`src/rtl/cpu_run_pkg.sv`:
```
// Shared types for the 6502 run/halt/single-step sequencer.
//   run_state_t  : sequencer state (HALT, RUN, STEP)
//   halt_cause_t : why the sequencer last entered HALT
package cpu_run_pkg;

  typedef enum logic [1:0] {
    HALT = 2'b00,
    RUN  = 2'b01,
    STEP = 2'b10
  } run_state_t;

  typedef logic [1:0] halt_cause_t;

  localparam halt_cause_t CAUSE_RESET = 2'b00;
  localparam halt_cause_t CAUSE_BTN   = 2'b01;
  localparam halt_cause_t CAUSE_STEP  = 2'b10;
  localparam halt_cause_t CAUSE_BP    = 2'b11;

endpackage

```
`src/rtl/btn_debounce.sv`:
```
// Push-button conditioner: 2-flop synchronizer, stability counter and a
// one-cycle pulse on each accepted 0->1 transition.
//   clk, rst_n : clock, async active-low reset
//   btn        : raw button level, asynchronous to clk
//   press      : one-cycle pulse, 2 + 2^DEBOUNCE_BITS cycles after a clean press
module btn_debounce #(
  parameter int unsigned DEBOUNCE_BITS = 17
) (
  input  logic clk,
  input  logic rst_n,
  input  logic btn,
  output logic press
);

  logic                     sync1_q;
  logic                     sync2_q;
  logic                     level_q;
  logic [DEBOUNCE_BITS-1:0] cnt_q;

  // Count while the synchronized level disagrees with the accepted one;
  // any return to agreement restarts the count.
  always_ff @(posedge clk or negedge rst_n) begin
    if (!rst_n) begin
      sync1_q <= 1'b0;
      sync2_q <= 1'b0;
      level_q <= 1'b0;
      cnt_q   <= '0;
      press   <= 1'b0;
    end else begin
      sync1_q <= btn;
      sync2_q <= sync1_q;
      press   <= 1'b0;
      if (sync2_q == level_q) begin
        cnt_q <= '0;
      end else if (cnt_q == '1) begin
        level_q <= sync2_q;
        cnt_q   <= '0;
        press   <= sync2_q;
      end else begin
        cnt_q <= cnt_q + DEBOUNCE_BITS'(1);
      end
    end
  end

endmodule

```
`src/rtl/cpu_run_ctl.sv`:
```
// Run/halt/single-step sequencer producing the core clock enable.
//   clk, rst_n          : 12 MHz clock, async active-low reset
//   btn_run, btn_step   : raw board buttons (asynchronous)
//   fetch_cycle, pc     : core is at opcode fetch / current program counter
//   bp_en, bp_addr      : static PC breakpoint
//   cpu_ce              : one-cycle enable pulse to the core
//   halted, halt_cause  : HALT indication and reason of last halt
//   cycle_count         : cpu_ce pulses issued
//   instr_count         : cpu_ce pulses issued at opcode fetch
module cpu_run_ctl
  import cpu_run_pkg::*;
#(
  parameter int unsigned DEBOUNCE_BITS = 17,
  parameter int unsigned DIV_BITS      = 0,
  parameter int unsigned CNT_W         = 32,
  parameter bit          START_RUN     = 1'b0
) (
  input  logic             clk,
  input  logic             rst_n,
  input  logic             btn_run,
  input  logic             btn_step,
  input  logic             fetch_cycle,
  input  logic [15:0]      pc,
  input  logic             bp_en,
  input  logic [15:0]      bp_addr,
  output logic             cpu_ce,
  output logic             halted,
  output logic [1:0]       halt_cause,
  output logic [CNT_W-1:0] cycle_count,
  output logic [CNT_W-1:0] instr_count
);

  localparam run_state_t RESET_STATE = START_RUN ? RUN : HALT;

  logic        run_p;
  logic        step_p;
  logic        tick;
  logic        bp_hit;
  logic        step_done;
  run_state_t  state_q, state_nx;
  halt_cause_t cause_nx;
  logic        bp_skip_q, skip_nx;
  logic        step_seen_q, seen_nx;
  logic        ce_nx;

  btn_debounce #(.DEBOUNCE_BITS(DEBOUNCE_BITS)) u_run_db (
    .clk   (clk),
    .rst_n (rst_n),
    .btn   (btn_run),
    .press (run_p)
  );

  btn_debounce #(.DEBOUNCE_BITS(DEBOUNCE_BITS)) u_step_db (
    .clk   (clk),
    .rst_n (rst_n),
    .btn   (btn_step),
    .press (step_p)
  );

  // Run-rate divider: tick when the free-running count is all ones.
  generate
    if (DIV_BITS == 0) begin : g_nodiv
      assign tick = 1'b1;
    end else begin : g_div
      logic [DIV_BITS-1:0] div_q;
      always_ff @(posedge clk or negedge rst_n) begin
        if (!rst_n) div_q <= '0;
        else        div_q <= div_q + DIV_BITS'(1);
      end
      assign tick = &div_q;
    end
  endgenerate

  // bp_skip lets the instruction at the breakpoint run once after a resume.
  assign bp_hit = bp_en & fetch_cycle & (pc == bp_addr) & ~bp_skip_q & tick
                & (state_q == RUN);

  // In STEP, the first fetch tick after an issued pulse parks the core.
  assign step_done = step_seen_q & fetch_cycle & tick;

  // Next state, halt reason and enable decision.
  always_comb begin
    state_nx = state_q;
    cause_nx = halt_cause_t'(halt_cause);
    skip_nx  = bp_skip_q;
    seen_nx  = step_seen_q;
    ce_nx    = 1'b0;
    case (state_q)
      HALT: begin
        if (run_p) begin
          state_nx = RUN;
          skip_nx  = 1'b1;
        end else if (step_p) begin
          state_nx = STEP;
          skip_nx  = 1'b1;
          seen_nx  = 1'b0;
        end
      end
      RUN: begin
        ce_nx = tick & ~bp_hit;
        if (run_p) begin
          state_nx = HALT;
          cause_nx = CAUSE_BTN;
        end else if (bp_hit) begin
          state_nx = HALT;
          cause_nx = CAUSE_BP;
        end
      end
      STEP: begin
        ce_nx = tick & ~step_done;
        if (ce_nx) seen_nx = 1'b1;
        if (run_p) begin
          state_nx = RUN;
        end else if (step_done) begin
          state_nx = HALT;
          cause_nx = CAUSE_STEP;
        end
      end
      default: state_nx = HALT;
    endcase
    if (ce_nx && fetch_cycle) skip_nx = 1'b0;
  end

  // State register and registered outputs; counters move with cpu_ce.
  always_ff @(posedge clk or negedge rst_n) begin
    if (!rst_n) begin
      state_q     <= RESET_STATE;
      bp_skip_q   <= 1'b1;
      step_seen_q <= 1'b0;
      cpu_ce      <= 1'b0;
      halted      <= ~START_RUN;
      halt_cause  <= CAUSE_RESET;
      cycle_count <= '0;
      instr_count <= '0;
    end else begin
      state_q     <= state_nx;
      bp_skip_q   <= skip_nx;
      step_seen_q <= seen_nx;
      cpu_ce      <= ce_nx;
      halted      <= (state_nx == HALT);
      halt_cause  <= cause_nx;
      if (ce_nx) begin
        cycle_count <= cycle_count + CNT_W'(1);
        if (fetch_cycle) instr_count <= instr_count + CNT_W'(1);
      end
    end
  end

endmodule

```
`config.mk`:
```
export PLATFORM = sky130hd
export DESIGN_NAME = cpu_run_ctl
export DESIGN_NICKNAME = d
export VERILOG_FILES = /design/src/rtl/cpu_run_pkg.sv /design/src/rtl/btn_debounce.sv /design/src/rtl/cpu_run_ctl.sv
export SDC_FILE = /design/constraint.sdc
export NUM_CORES = 1
export LEC_CHECK = 0
export ABC_CLOCK_PERIOD_IN_PS = 1950
export CELL_PAD_IN_SITES_DETAIL_PLACEMENT = 1
export CELL_PAD_IN_SITES_GLOBAL_PLACEMENT = 1
export CORE_MARGIN = 2
export CORE_UTILIZATION = 37
export DETAILED_ROUTE_END_ITERATION = 12
export PLACE_DENSITY = 0.85
export SYNTH_ARGS = -nofsm -noshare
export SYNTH_HDL_FRONTEND = slang
export SYNTH_HIERARCHICAL = 1
export SYNTH_SLANG_ARGS = --single-unit
```
`constraint.sdc`:
```
create_clock -name clk -period 1.95 [get_ports clk]
set_input_delay 0.195 -clock clk [delete_from_list [all_inputs] [get_ports clk]]
set_output_delay 0.195 -clock clk [all_outputs]
set_load 0.005 [all_outputs]
```
==> metrics.yaml, run 1 <==
run_status:
  status: "finished, violations left"
  failed_checks: "setup timing"
clocking:
  htree_levels: 4
  cts_tree: "built"
  clkSinkCount: 114
  clkTransAtPathRegs_ns: 0.06
  ctsLongestPathBuffers: 2
  insertion_delay_ns: 0.42
  cts_root_buf: "clkbuf_16"
  numCtsBuffers: 17
sta:
  finalSetupViolations: 4
  slew_violations: 0
  clock_skew_ns: 0.0125
  worst_slack_ns: -0.0281
  finalCritPeriodShare_pct: 101
  tightest_slew_ns: 0.583
  min_period_ns: 1.98
  slew_headroom_pct: 61.1
  hold_viol: 0
  rsz0062_at_grt: "true"
  fmax_ghz: 0.506
global_routing:
  grt_pass1_vias: 5507
  track_usage_pct: 22.8
  antenna_found_initial: 0
  grt_max_degree: 41
  grt_pass1_wl_um: 29100
  overflow: 0
detailed_routing:
  wl_met3_um: 987
  vias: 5071
  wl_met1_um: 7800
  routed_wl_um: 19300
  drtIter0Drc: 288
  first_pass_iters: 5
  drcViolationCount: 0
  wl_per_cell_um: 21.5
  ant_nets: 0
  via_per_inst: 5.63
  top_layer_used: "met4"
  wl_met2_um: 10100
placed_design:
  post_dp_cell_area_um2: 7350
  hpwl_um: 11900
  routabilityCongestion: 0.842
  port_buffers: 105
  dp.cells: 859
die:
  initial_utilization_pct: 37.7
  die_h_um: 128
  die_x_um: 128
  design.core.area_um2: 15100
  rows: 45
  io_pins: 106
  die_area_um2: 16400
setup_path:
  startpoint: "u_run_db/cnt_q[0]"
  reg2reg_depth: 8
  worstPathRequired_ns: 2.23
  end_kind: "flop"
  cp_slowest_cell: "dfrtp_1"
  r2r-end: "u_run_db/cnt_q[6]"
  cp-start-kind: "flop"
  crit_arrival_ns: 2.26
  r2r-start: "u_run_db/cnt_q[0]"
  criticalPathCategory: "flop to flop"
  crit_end: "u_run_db/cnt_q[6]"
  crit_fanout: 13
  max_stage_delay_ns: 0.40
  reg2reg_slack_ns: -0.03
  path_cells: "ha_4 > nand4_1 > nor4_2 > and2_1 > ha_4 > nand2b_4 > buf_12 > a21oi_1"
  cp_common_cell: "ha_4"
synthesis:
  async_flop_share_pct: 100
  synth_edf_count: 0
  synth-simple-area-share_pct: 24.0
  synth_area_per_cell_um2: 10.7
  syn_nets: 579
  syn_inst: 531
  synth_top_family_by_area: "simple AND/OR/NAND/NOR gates"
  netlist-cell-type-count: 51
  syn_area_um2: 5690
  ys_seq_area_share_pct: 50.2
  ys_ff_latch: 114
  yosys_warnings: 6
  synthXorXnorAreaFrac_pct: 13.5
  synthMuxAreaShare_pct: 1.82
  synth_compound_area_share_pct: 5.69
  synth_flop_cell: "dfrtp_1"
  synthAdderAreaFrac_pct: 2.20
finish:
  fin_nets: 747
  num_antenna_cells: 0
  final_cells: 900
  layout-drive-gt1-share_pct: 20.9
  design_area_um2: 8280
  area_growth_pct: 45.5
flow_run:
  drv_cap: 0
power_and_ir_drop:
  leakage_nw: 3.44
  ir_drop_mv: 0.576
  power.density_nw_per_um2: 867
min_path:
  hp-class: "input port to flop"
[registers in the layout, summed over array words and instances, names as in the netlist]
register,cells
bp_skip_q,1
cpu_ce,1
cycle_count,32
halt_cause,2
halted,1
instr_count,32
state_q,2
step_seen_q,1
u_run_db/cnt_q,17
u_run_db/level_q,1
u_run_db/press,1
u_run_db/sync1_q,1
u_run_db/sync2_q,1
u_step_db/cnt_q,17
u_step_db/level_q,1
u_step_db/press,1
u_step_db/sync1_q,1
u_step_db/sync2_q,1
[critical path, delay by kind of cell, from the launching register on]
family	cells	cell delay, ns
compound gates	1	0.07
fa+ha+maj	2	0.37
buf+inv	1	0.14
flops	1	0.40
simple gates	4	0.86
[layer usage]
layer  vias up  track usage, %
li1       2266               -
met1      2598            27.1
met3        35            5.59
met2       172            40.0
met4         0            8.86
met5         -               0
[cell families after synthesis]
logic type,after synthesis
fa+ha+maj,10
buf+inv,29
xor+xnor,86
flops,114
compound gates,55
mux,10
simple gates,227
[area by class of cell]
class / count / area (um2)
Clock buffer: 21 / 460
Sequential cell: 114 / 2860
Clock inverter: 11 / 159
Timing Repair Buffer: 164 / 1610
Inverter: 14 / 55.1
Fill cell: 1571 / 6810
Tap cell: 188 / 235
Multi-Input combinational cell: 388 / 2910
[placed cells by master, fill, tap and decap left out, drive strengths merged, types with 15 or more instances in the layout]
| cell | netlist | layout |
|---|---|---|
| dfrtp | 112 | 112 |
| clkdlybuf4s50 | 0 | 104 |
| xnor2 | 60 | 60 |
| buf | 13 | 59 |
| nand4 | 46 | 46 |
| nand3 | 38 | 38 |
| nand2 | 30 | 30 |
| xor2 | 26 | 26 |
| a21oi | 23 | 23 |
| clkbuf | 2 | 21 |
| nor2 | 20 | 20 |
| and3 | 17 | 17 |
| o21ai | 17 | 17 |
| nor4 | 15 | 15 |
[Yosys cell counts (3+ instances only)]
cell type	count	area share [%]
and3_1	16	1.8
buf_2	5	0.44
nand3_1	33	2.9
nand3b_1	6	0.79
nor4_1	13	1.4
a21oi_1	23	2.0
nand3_2	4	0.70
dfrtp_1	112	49
buf_6	4	0.79
nor3_1	12	1.1
or4_1	8	1.1
ha_1	10	2.2
and4_1	4	0.62
or3_2	4	0.53
o31ai_1	8	1.1
or3_1	6	0.66
and2_1	5	0.55
nand2_1	30	2.0
o21a_1	3	0.40
o21ai_0	16	1.4
inv_1	13	0.86
xnor2_1	60	9.2
buf_1	3	0.20
or3b_2	6	0.92
nor2_1	20	1.3
xor2_1	24	3.7
mux2i_1	7	1.2
nand4_1	46	5.1
[worst min path at each step]
stage               startpoint                  to  slack [ns]  cells past startpoint
floorplan                rst_n              cpu_ce       -0.10                      0
global placement         rst_n  u_step_db/cnt_q[1]        0.21                      1
detailed placement       rst_n  u_step_db/cnt_q[1]        0.22                      1
CTS                    btn_run    u_run_db/sync1_q        0.20                      1
global route           btn_run    u_run_db/sync1_q        0.20                      1
finish                 btn_run    u_run_db/sync1_q        0.21                      1
[what timing repair did]
action / in CTS / in global routing
pin swaps: 6 / 20
setup endpoints to repair: 59 / 75
buffers inserted: 5 / 3
hold buffers: 1 / 0
gates resized for setup: 19 / 27
endpoints found under the hold margin: 36 / 0
[metrics by stage]
step	hold slack, ns	total power, W	setup TNS [ns]	setup slack, ns	utilization [%]
after floorplan	-0.101	0.00305	-0.0446	-0.0446	-
after global placement	0.213	0.00370	-10.19	-0.219	48.7
after detailed placement	0.221	0.00377	-16.36	-0.304	48.7
after CTS	0.199	0.00714	0	0.00453	53.8
after global routing	0.205	0.00745	-2.53	-0.113	54.9
final	0.211	0.00718	-0.0686	-0.0281	54.9
[power by group]
part           internal, W  total (W)  switching (W)
sequential         0.00251    0.00267       0.000152
combinational     0.000622    0.00120       0.000575
clock              0.00219    0.00332        0.00113
No activity file was read; power rests on OpenSTA's default activity.
==> run 2, diff against run 1 <==
--- a/config.mk
+++ b/config.mk
@@ -9,9 +9,10 @@
 export CELL_PAD_IN_SITES_DETAIL_PLACEMENT = 1
 export CELL_PAD_IN_SITES_GLOBAL_PLACEMENT = 1
 export CORE_MARGIN = 2
-export CORE_UTILIZATION = 37
+export CORE_UTILIZATION = 38
+export CTS_BUF_LIST = sky130_fd_sc_hd__clkbuf_4 sky130_fd_sc_hd__clkbuf_8
 export DETAILED_ROUTE_END_ITERATION = 12
-export PLACE_DENSITY = 0.85
+export PLACE_DENSITY = 0.87
 export SYNTH_ARGS = -nofsm -noshare
 export SYNTH_HDL_FRONTEND = slang
 export SYNTH_HIERARCHICAL = 1
==> run 2 against run 1 <==
Against the previous run: the run still ends with setup timing left; die area shrank 2.6%; sequential share of layout area grew 0.62 points; combinational power is essentially flat; register-to-register slack lost 0.02 ns; highest routed layer unchanged; clock power shrank 20%; total power shrank 8.8%; critical path depth is the same; critical path type unchanged; flip-flop and latch count is the same.
==> metrics.yaml, run 2 (same netlist as run 1, synthesis figures left out) <==
placed_design:
  post_dp_cell_area_um2: 7350  # about the same
  port_buffers: 105  # unchanged
  hpwl_um: 11900  # about the same
  routabilityCongestion: 0.848  # was 0.842
  dp_slack_ns: -0.316  # was -0.304 ns
finish:
  multi_input_area_um2: 2860  # was 2910 um2
  num_antenna_cells: 0  # unchanged
  top_regs: "cycle_count (32), instr_count (32)"  # unchanged
  register_area_um2: 2860  # unchanged
  fill_cells: 1544  # was 1571
  fin_nets: 762  # was 747
  area_growth_pct: 43.0  # was 45.5%
  layout-drive-gt1-share_pct: 21.9  # was 20.9%
  design_area_um2: 8140  # was 8280 um2
  final_cell_mix: "dfrtp_1, clkdlybuf4s50_1, buf_4"  # was dfrtp_1, clkdlybuf4s50_1, xnor2_1
  final_common_cell: "dfrtp_1"  # unchanged
detailed_routing:
  routed_wl_um: 18900  # was 19300 um
  wl_per_cell_um: 20.8  # was 21.5 um
  ant_nets: 0  # unchanged
  drtIter0Drc: 333  # was 288
  first_pass_iters: 5  # unchanged
  drcViolationCount: 0  # unchanged
  via_per_inst: 5.63  # about the same
  vias: 5127  # was 5071
clocking:
  clkSinkCount: 114  # unchanged
  numCtsBuffers: 17  # unchanged
  htree_levels: 4  # unchanged
  insertion_delay_ns: 0.45  # was 0.42 ns
  cts_root_buf: "clkbuf_8"  # was clkbuf_16
  ctsLongestPathBuffers: 2  # unchanged
  cts_tree: "built"  # unchanged
  clkTransAtPathRegs_ns: 0.07  # was 0.06 ns
die:
  rows: 44  # was 45
  initial_utilization_pct: 39.0  # was 37.7%
  die_area_um2: 16000  # was 16400 um2
  die_h_um: 126  # was 128 um
  io_pins: 106  # unchanged
  design.core.area_um2: 14600  # was 15100 um2
  die_x_um: 126  # was 128 um
setup_path:
  crit_arrival_ns: 2.36  # was 2.26 ns
  reg2reg_slack_ns: -0.05  # was -0.03 ns
  end_kind: "flop"  # unchanged
  cp-start-kind: "flop"  # unchanged
  r2r-start: "state_q[0]"  # was u_run_db/cnt_q[0]
  reg2reg_depth: 8  # unchanged
  r2r-end: "instr_count[11]"  # was u_run_db/cnt_q[6]
  crit_fanout: 11  # was 13
  criticalPathCategory: "flop to flop"  # unchanged
  worstPathRequired_ns: 2.31  # was 2.23 ns
power_and_ir_drop:
  power.total_w: 0.00655  # was 0.00718 W
  power.density_nw_per_um2: 805  # was 867 nW/um2
  leakage_nw: 3.42  # was 3.44 nW
  ir_drop_mv: 0.409  # was 0.576 mV
run_status:
  failed_checks: "setup timing"  # unchanged
  status: "finished, violations left"  # unchanged
min_path:
  hp-class: "input port to async pin"  # was input port to flop
sta:
  tightest_slew_ns: 0.512  # was 0.583 ns
  tns_ns: -0.148  # was -0.0686 ns
  rsz0062_at_grt: "true"  # unchanged
  min_period_ns: 2.00  # was 1.98 ns
  slew_violations: 0  # unchanged
  fmax_ghz: 0.501  # was 0.506 GHz
  finalSetupViolations: 8  # was 4
  finalCritPeriodShare_pct: 102  # was 101%
  slew_headroom_pct: 65.6  # was 61.1%
  worst_slack_ns: -0.0473  # was -0.0281 ns
  clock_skew_ns: 0.0129  # was 0.0125 ns
  hold_viol: 0  # unchanged
flow_run:
  drv_cap: 0  # unchanged
global_routing:
  track_usage_pct: 22.3  # was 22.8%
  overflow: 0  # unchanged
  grt_max_degree: 75  # was 41
  grt_pass1_vias: 5514  # was 5507
  antenna_found_initial: 0  # unchanged
  grt_pass1_wl_um: 28300  # was 29100 um
==> run 2: changes by cell type in the layout (fill, tap and decap cells not counted), moves of 3 or more <==
| cell | previous run | this run |
|---|---|---|
| buf_4 | 46 | 66 |
| buf_6 | 5 | 2 |
| clkbuf_16 | 17 | 0 |
| clkbuf_8 | 2 | 20 |
| ha_1 | 2 | 5 |
| nor3_1 | 7 | 12 |
| nor3_2 | 5 | 1 |
==> run 2: worst max-delay path by stage <==
stage / slack, ns / cells past startpoint / end / start
finish: -0.05 / 8 / instr_count[11] / state_q[0]
global route: -0.14 / 9 / instr_count[9] / state_q[0]
CTS: -0.005 / 8 / instr_count[13] / state_q[0]
detailed placement: -0.32 / 8 / instr_count[13] / bp_addr[10]
global placement: -0.24 / 8 / instr_count[13] / bp_addr[10]
floorplan: -0.04 / 8 / instr_count[1] / state_q[0]
==> run 2: power breakdown <==
group	leakage, nW	internal, W	total [W]	switching (W)
registers	1.53	0.00251	0.00266	0.000155
clock network	0.243	0.00165	0.00267	0.00103
logic	1.65	0.000645	0.00122	0.000570
total	3.42	0.00480	0.00655	0.00175
==> run 2: timing repair <==
action                     CTS  global route
hold endpoints to repair   112             0
gates resized for setup     10            29
setup buffers                3            15
gates cloned                 0             1
setup endpoints to repair   63            90
hold buffers                 1             0
pin swaps                    4            14
==> run 2: area by class of cell <==
class	instances	share of cell area [%]
clock buffer	22	3.57
clock inverter	10	2.20
inverter	14	0.677
multi-input combinational	389	35.1
sequential	114	35.1
tap	184	2.83
timing repair buffer	178	20.5
==> run 2: critical path, cell delays in order, from the launching register on <==
cell and delay (ns):
dfrtp_1 0.39, inv_2 0.09, ha_4 0.15, a21boi_4 0.23, o21a_1 0.23, o21ai_4 0.11, buf_12 0.16, nor3_1 0.34
xor2_1 0.21
==> run 2: per-layer routing <==
layer  GRT usage (%)  share of wire, %
met4            7.30               2.6
met3            5.95               5.1
met1            26.0                39
met5               0                 0
met2            39.8                53
==> run 2: through the flow <==
| stage | utilization [%] | hold slack (ns) | cells |
|---|---|---|---|
| 6_report | 55.8 | 0.111 | 911 |
| 5_1_grt | 55.8 | 0.119 | 911 |
| 4_1_cts | 54.2 | 0.0969 | 896 |
| 3_5_place_dp | 50.4 | 0.0394 | 860 |
| 3_3_place_gp | 50.4 | 0.0406 | 860 |
| 2_1_floorplan | - | -0.101 | 531 |
==> run 3, diff against run 2 <==
--- a/config.mk
+++ b/config.mk
@@ -5,14 +5,16 @@
 export SDC_FILE = /design/constraint.sdc
 export NUM_CORES = 1
 export LEC_CHECK = 0
+export ABC_AREA = 1
 export ABC_CLOCK_PERIOD_IN_PS = 1950
 export CELL_PAD_IN_SITES_DETAIL_PLACEMENT = 1
 export CELL_PAD_IN_SITES_GLOBAL_PLACEMENT = 1
 export CORE_MARGIN = 2
-export CORE_UTILIZATION = 38
+export CORE_UTILIZATION = 36
 export CTS_BUF_LIST = sky130_fd_sc_hd__clkbuf_4 sky130_fd_sc_hd__clkbuf_8
 export DETAILED_ROUTE_END_ITERATION = 12
 export PLACE_DENSITY = 0.87
+export SLEW_MARGIN = 20
 export SYNTH_ARGS = -nofsm -noshare
 export SYNTH_HDL_FRONTEND = slang
 export SYNTH_HIERARCHICAL = 1
==> run 3 against run 2 <==
Against the previous run: the flow now finishes without violations; clock-buffer cell count grew 1; sequential share of layout area fell by 2.8 points; worst setup slack improved by 0.12 ns; non-clock buffer count decreased by 26; highest routed layer unchanged.
==> metrics.yaml, run 3 <==
run_status:
  status: "finished, final reports clean"  # was finished, violations left
detailed_routing:
  first_pass_iters: 4  # was 5
  drtIter0Drc: 281  # was 333
  ant_nets: 0  # unchanged
  vias: 6685  # was 5127
  routed_wl_um: 20900  # was 18900 um
  drcViolationCount: 0  # unchanged
  wl_per_cell_um: 15.7  # was 20.8 um
  via_per_inst: 5.02  # was 5.63
flow_run:
  drv_cap: 0  # unchanged
sta:
  fmax_ghz: 0.532  # was 0.501 GHz
  slew_violations: 0  # unchanged
  hold_viol: 0  # unchanged
  min_period_ns: 1.88  # was 2.00 ns
  rsz0062_at_grt: "true"  # unchanged
  worst_slack_ns: 0.0708  # was -0.0473 ns
  tightest_slew_ns: 0.456  # was 0.512 ns
  tns_ns: 0  # was -0.148 ns
  finalSetupViolations: 0  # was 8
  slew_headroom_pct: 69.6  # was 65.6%
  finalCritPeriodShare_pct: 96.4  # was 102%
  clock_skew_ns: 0.0150  # was 0.0129 ns
setup_path:
  end_kind: "flop"  # unchanged
  criticalPathCategory: "flop to flop"  # unchanged
  crit_arrival_ns: 2.21  # was 2.36 ns
  reg2reg_depth: 11  # was 8
  crit_fanout: 5  # was 11
  cp-start-kind: "flop"  # unchanged
  worstPathRequired_ns: 2.28  # was 2.31 ns
finish:
  design_area_um2: 8840  # was 8140 um2
  num_antenna_cells: 0  # unchanged
  fin_nets: 1138  # was 762
  area_growth_pct: 31.4  # was 43.0%
  top_regs: "cycle_count (32), instr_count (32)"  # unchanged
  fill_cells: 2313  # was 1544
  final_common_cell: "nand2_1"  # was dfrtp_1
  final_cell_mix: "nand2_1, nor2_1, dfrtp_1"  # was dfrtp_1, clkdlybuf4s50_1, buf_4
  layout-drive-gt1-share_pct: 10.8  # was 21.9%
die:
  rows: 49  # was 44
  io_pins: 106  # unchanged
  die_h_um: 141  # was 126 um
  initial_utilization_pct: 37.1  # was 39.0%
  die_x_um: 141  # was 126 um
  design.core.area_um2: 18100  # was 14600 um2
  die_area_um2: 19800  # was 16000 um2
synthesis:
  netlist.area_leader.share_pct: 41.7  # was 49.3%
  yosysTopAreaCell: "dfrtp_1"  # unchanged
  syn_nets: 979  # was 579
  ys_ff_latch: 114  # unchanged
  ys_seq_area_share_pct: 42.4  # was 50.2%
  synth_area_per_cell_um2: 7.23  # was 10.7 um2
  netlist-cell-type-count: 34  # was 51
  synth_flop_cell: "dfrtp_1"  # unchanged
  syn_area_um2: 6730  # was 5690 um2
  async_flop_share_pct: 100  # unchanged
  synth.most_common_cell: "nand2_1"  # was dfrtp_1
  ys_top_cells_by_area: "dfrtp_1, nand2_1, nor2_1"  # was dfrtp_1, xnor2_1, nand4_1
  netlist_top_cells_count: "nand2_1, nor2_1, dfrtp_1"  # was dfrtp_1, xnor2_1, nand4_1
  yosys_warnings: 6  # unchanged
  syn_inst: 931  # was 531
  synth_edf_count: 0  # unchanged
global_routing:
  antenna_found_initial: 0  # unchanged
  grt_pass1_vias: 7071  # was 5514
  grt_pass1_wl_um: 34200  # was 28300 um
  track_usage_pct: 21.5  # was 22.3%
  overflow: 0  # unchanged
  grt_max_degree: 38  # was 75
clocking:
  clkSinkCount: 114  # unchanged
  cts_tree: "built"  # unchanged
  numCtsBuffers: 17  # unchanged
  clkTransAtPathRegs_ns: 0.07  # about the same
  htree_levels: 4  # unchanged
  ctsLongestPathBuffers: 2  # unchanged
  insertion_delay_ns: 0.45  # about the same
  cts_root_buf: "clkbuf_8"  # unchanged
power_and_ir_drop:
  ir_drop_mv: 0.431  # was 0.409 mV
  power.total_w: 0.00494  # was 0.00655 W
  leakage_nw: 4.05  # was 3.42 nW
  power.density_nw_per_um2: 559  # was 805 nW/um2
placed_design:
  routabilityCongestion: 0.872  # was 0.848
  port_buffers: 105  # unchanged
  post_dp_cell_area_um2: 8320  # was 7350 um2
  dp_slack_ns: -0.183  # was -0.316 ns
  hpwl_um: 15800  # was 11900 um
min_path:
  hold_depth: 1
  hp-class: "input port to flop"  # was input port to async pin
[run 3: cell count changes in the layout (fill, tap and decap cells not counted), moves of 8 or more]
cell and delta:
inv_1 +73, a21oi_1 -17, nand2_1 +323, nor2_1 +109
and3_1 -15, nand4_1 -27, xnor2_1 -32, nor2_2 +10
nor3_1 +16, xor2_1 +17, or4_1 -8, buf_4 -22
[run 3: per-stage QoR]
step	utilization, %	hold WS (ns)	cells
floorplan	-	-0.101	931
global placement	45.8	0.172	1293
detailed placement	45.8	0.176	1293
CTS	48.2	0.166	1326
global route	48.7	0.178	1331
finish	48.7	0.191	1331
[run 3: path summary, 6_finish.rpt]
path                                  endpoint  slack (ns)               start
max                        u_step_db/cnt_q[13]        0.07  u_step_db/cnt_q[0]
min                           u_run_db/sync1_q        0.19             btn_run
max reg2reg                u_step_db/cnt_q[13]        0.07  u_step_db/cnt_q[0]
min reg2reg                   u_run_db/sync2_q        0.35    u_run_db/sync1_q
max in group asynchronous   u_run_db/cnt_q[12]        1.00               rst_n
min in group asynchronous      instr_count[26]        0.24               rst_n
[run 3: power by group]
part / internal (W) / switching (W) / total (W)
clock: 0.00129 / 0.000993 / 0.00228
sequential: 0.00238 / 0.0000129 / 0.00239
combinational: 0.000128 / 0.000137 / 0.000264
total: 0.00380 / 0.00114 / 0.00494
[run 3: cell families (layout without fill, tap and decap cells)]
kind of cell | Yosys count | in the layout | share of synthesized area [%]
and+or+nand+nor | 595 | 595 | 36.5
DFF | 114 | 114 | 42.4
buffers and inverters | 102 | 273 | 6.47
xor gates and xnor gates | 69 | 69 | 8.98
AOI/OAI and AO/OA | 41 | 41 | 3.70
adders and majority gates | 10 | 10 | 1.86
[run 3: layer usage]
| metal | global-route usage [%] | part of all wire (%) | up-vias | routed length (um) |
|---|---|---|---|---|
| met1 | 26.1 | 43 | 3260 | 8900 |
| met3 | 4.52 | 4.2 | 41 | 883 |
| met4 | 7.68 | 2.2 | 0 | 463 |
| met5 | 0 | 0 | - | 0 |
| li1 | - | - | 3218 | - |
| met2 | 37.6 | 51 | 166 | 10600 |
[run 3: worst max-delay path, stage by stage, from the launching register on]
cell and delay (ns):
dfrtp_1 0.39, ha_4 0.16, nand2_1 0.08, nor2_2 0.17, nand4_1 0.17, nor2_2 0.16
ha_1 0.18, inv_1 0.09, nand2_4 0.13, clkinv_4 0.10, nand2_1 0.09, nor2_1 0.04
[run 3: layout make-up]
| type | count | area, um2 | share of cell area [%] |
|---|---|---|---|
| inverters | 89 | 347 | 3.92 |
| well taps | 229 | 287 | 3.24 |
| flip-flops and latches | 114 | 2860 | 32.3 |
| repair inverters | 1 | 6.26 | 0.0708 |
| repair buffers | 152 | 1440 | 16.3 |
| clock buffers | 23 | 304 | 3.44 |
| multi-input cells | 715 | 3500 | 39.6 |
| clock inverters | 8 | 103 | 1.16 |
[run 3: what timing repair did]
action	4_1_cts	5_1_grt
pin swaps	0	4
endpoints found under the setup margin	7	60
setup buffers	1	4
hold buffers	1	0
cloned	0	1
endpoints found under the hold margin	26	0
gates resized for setup	0	17
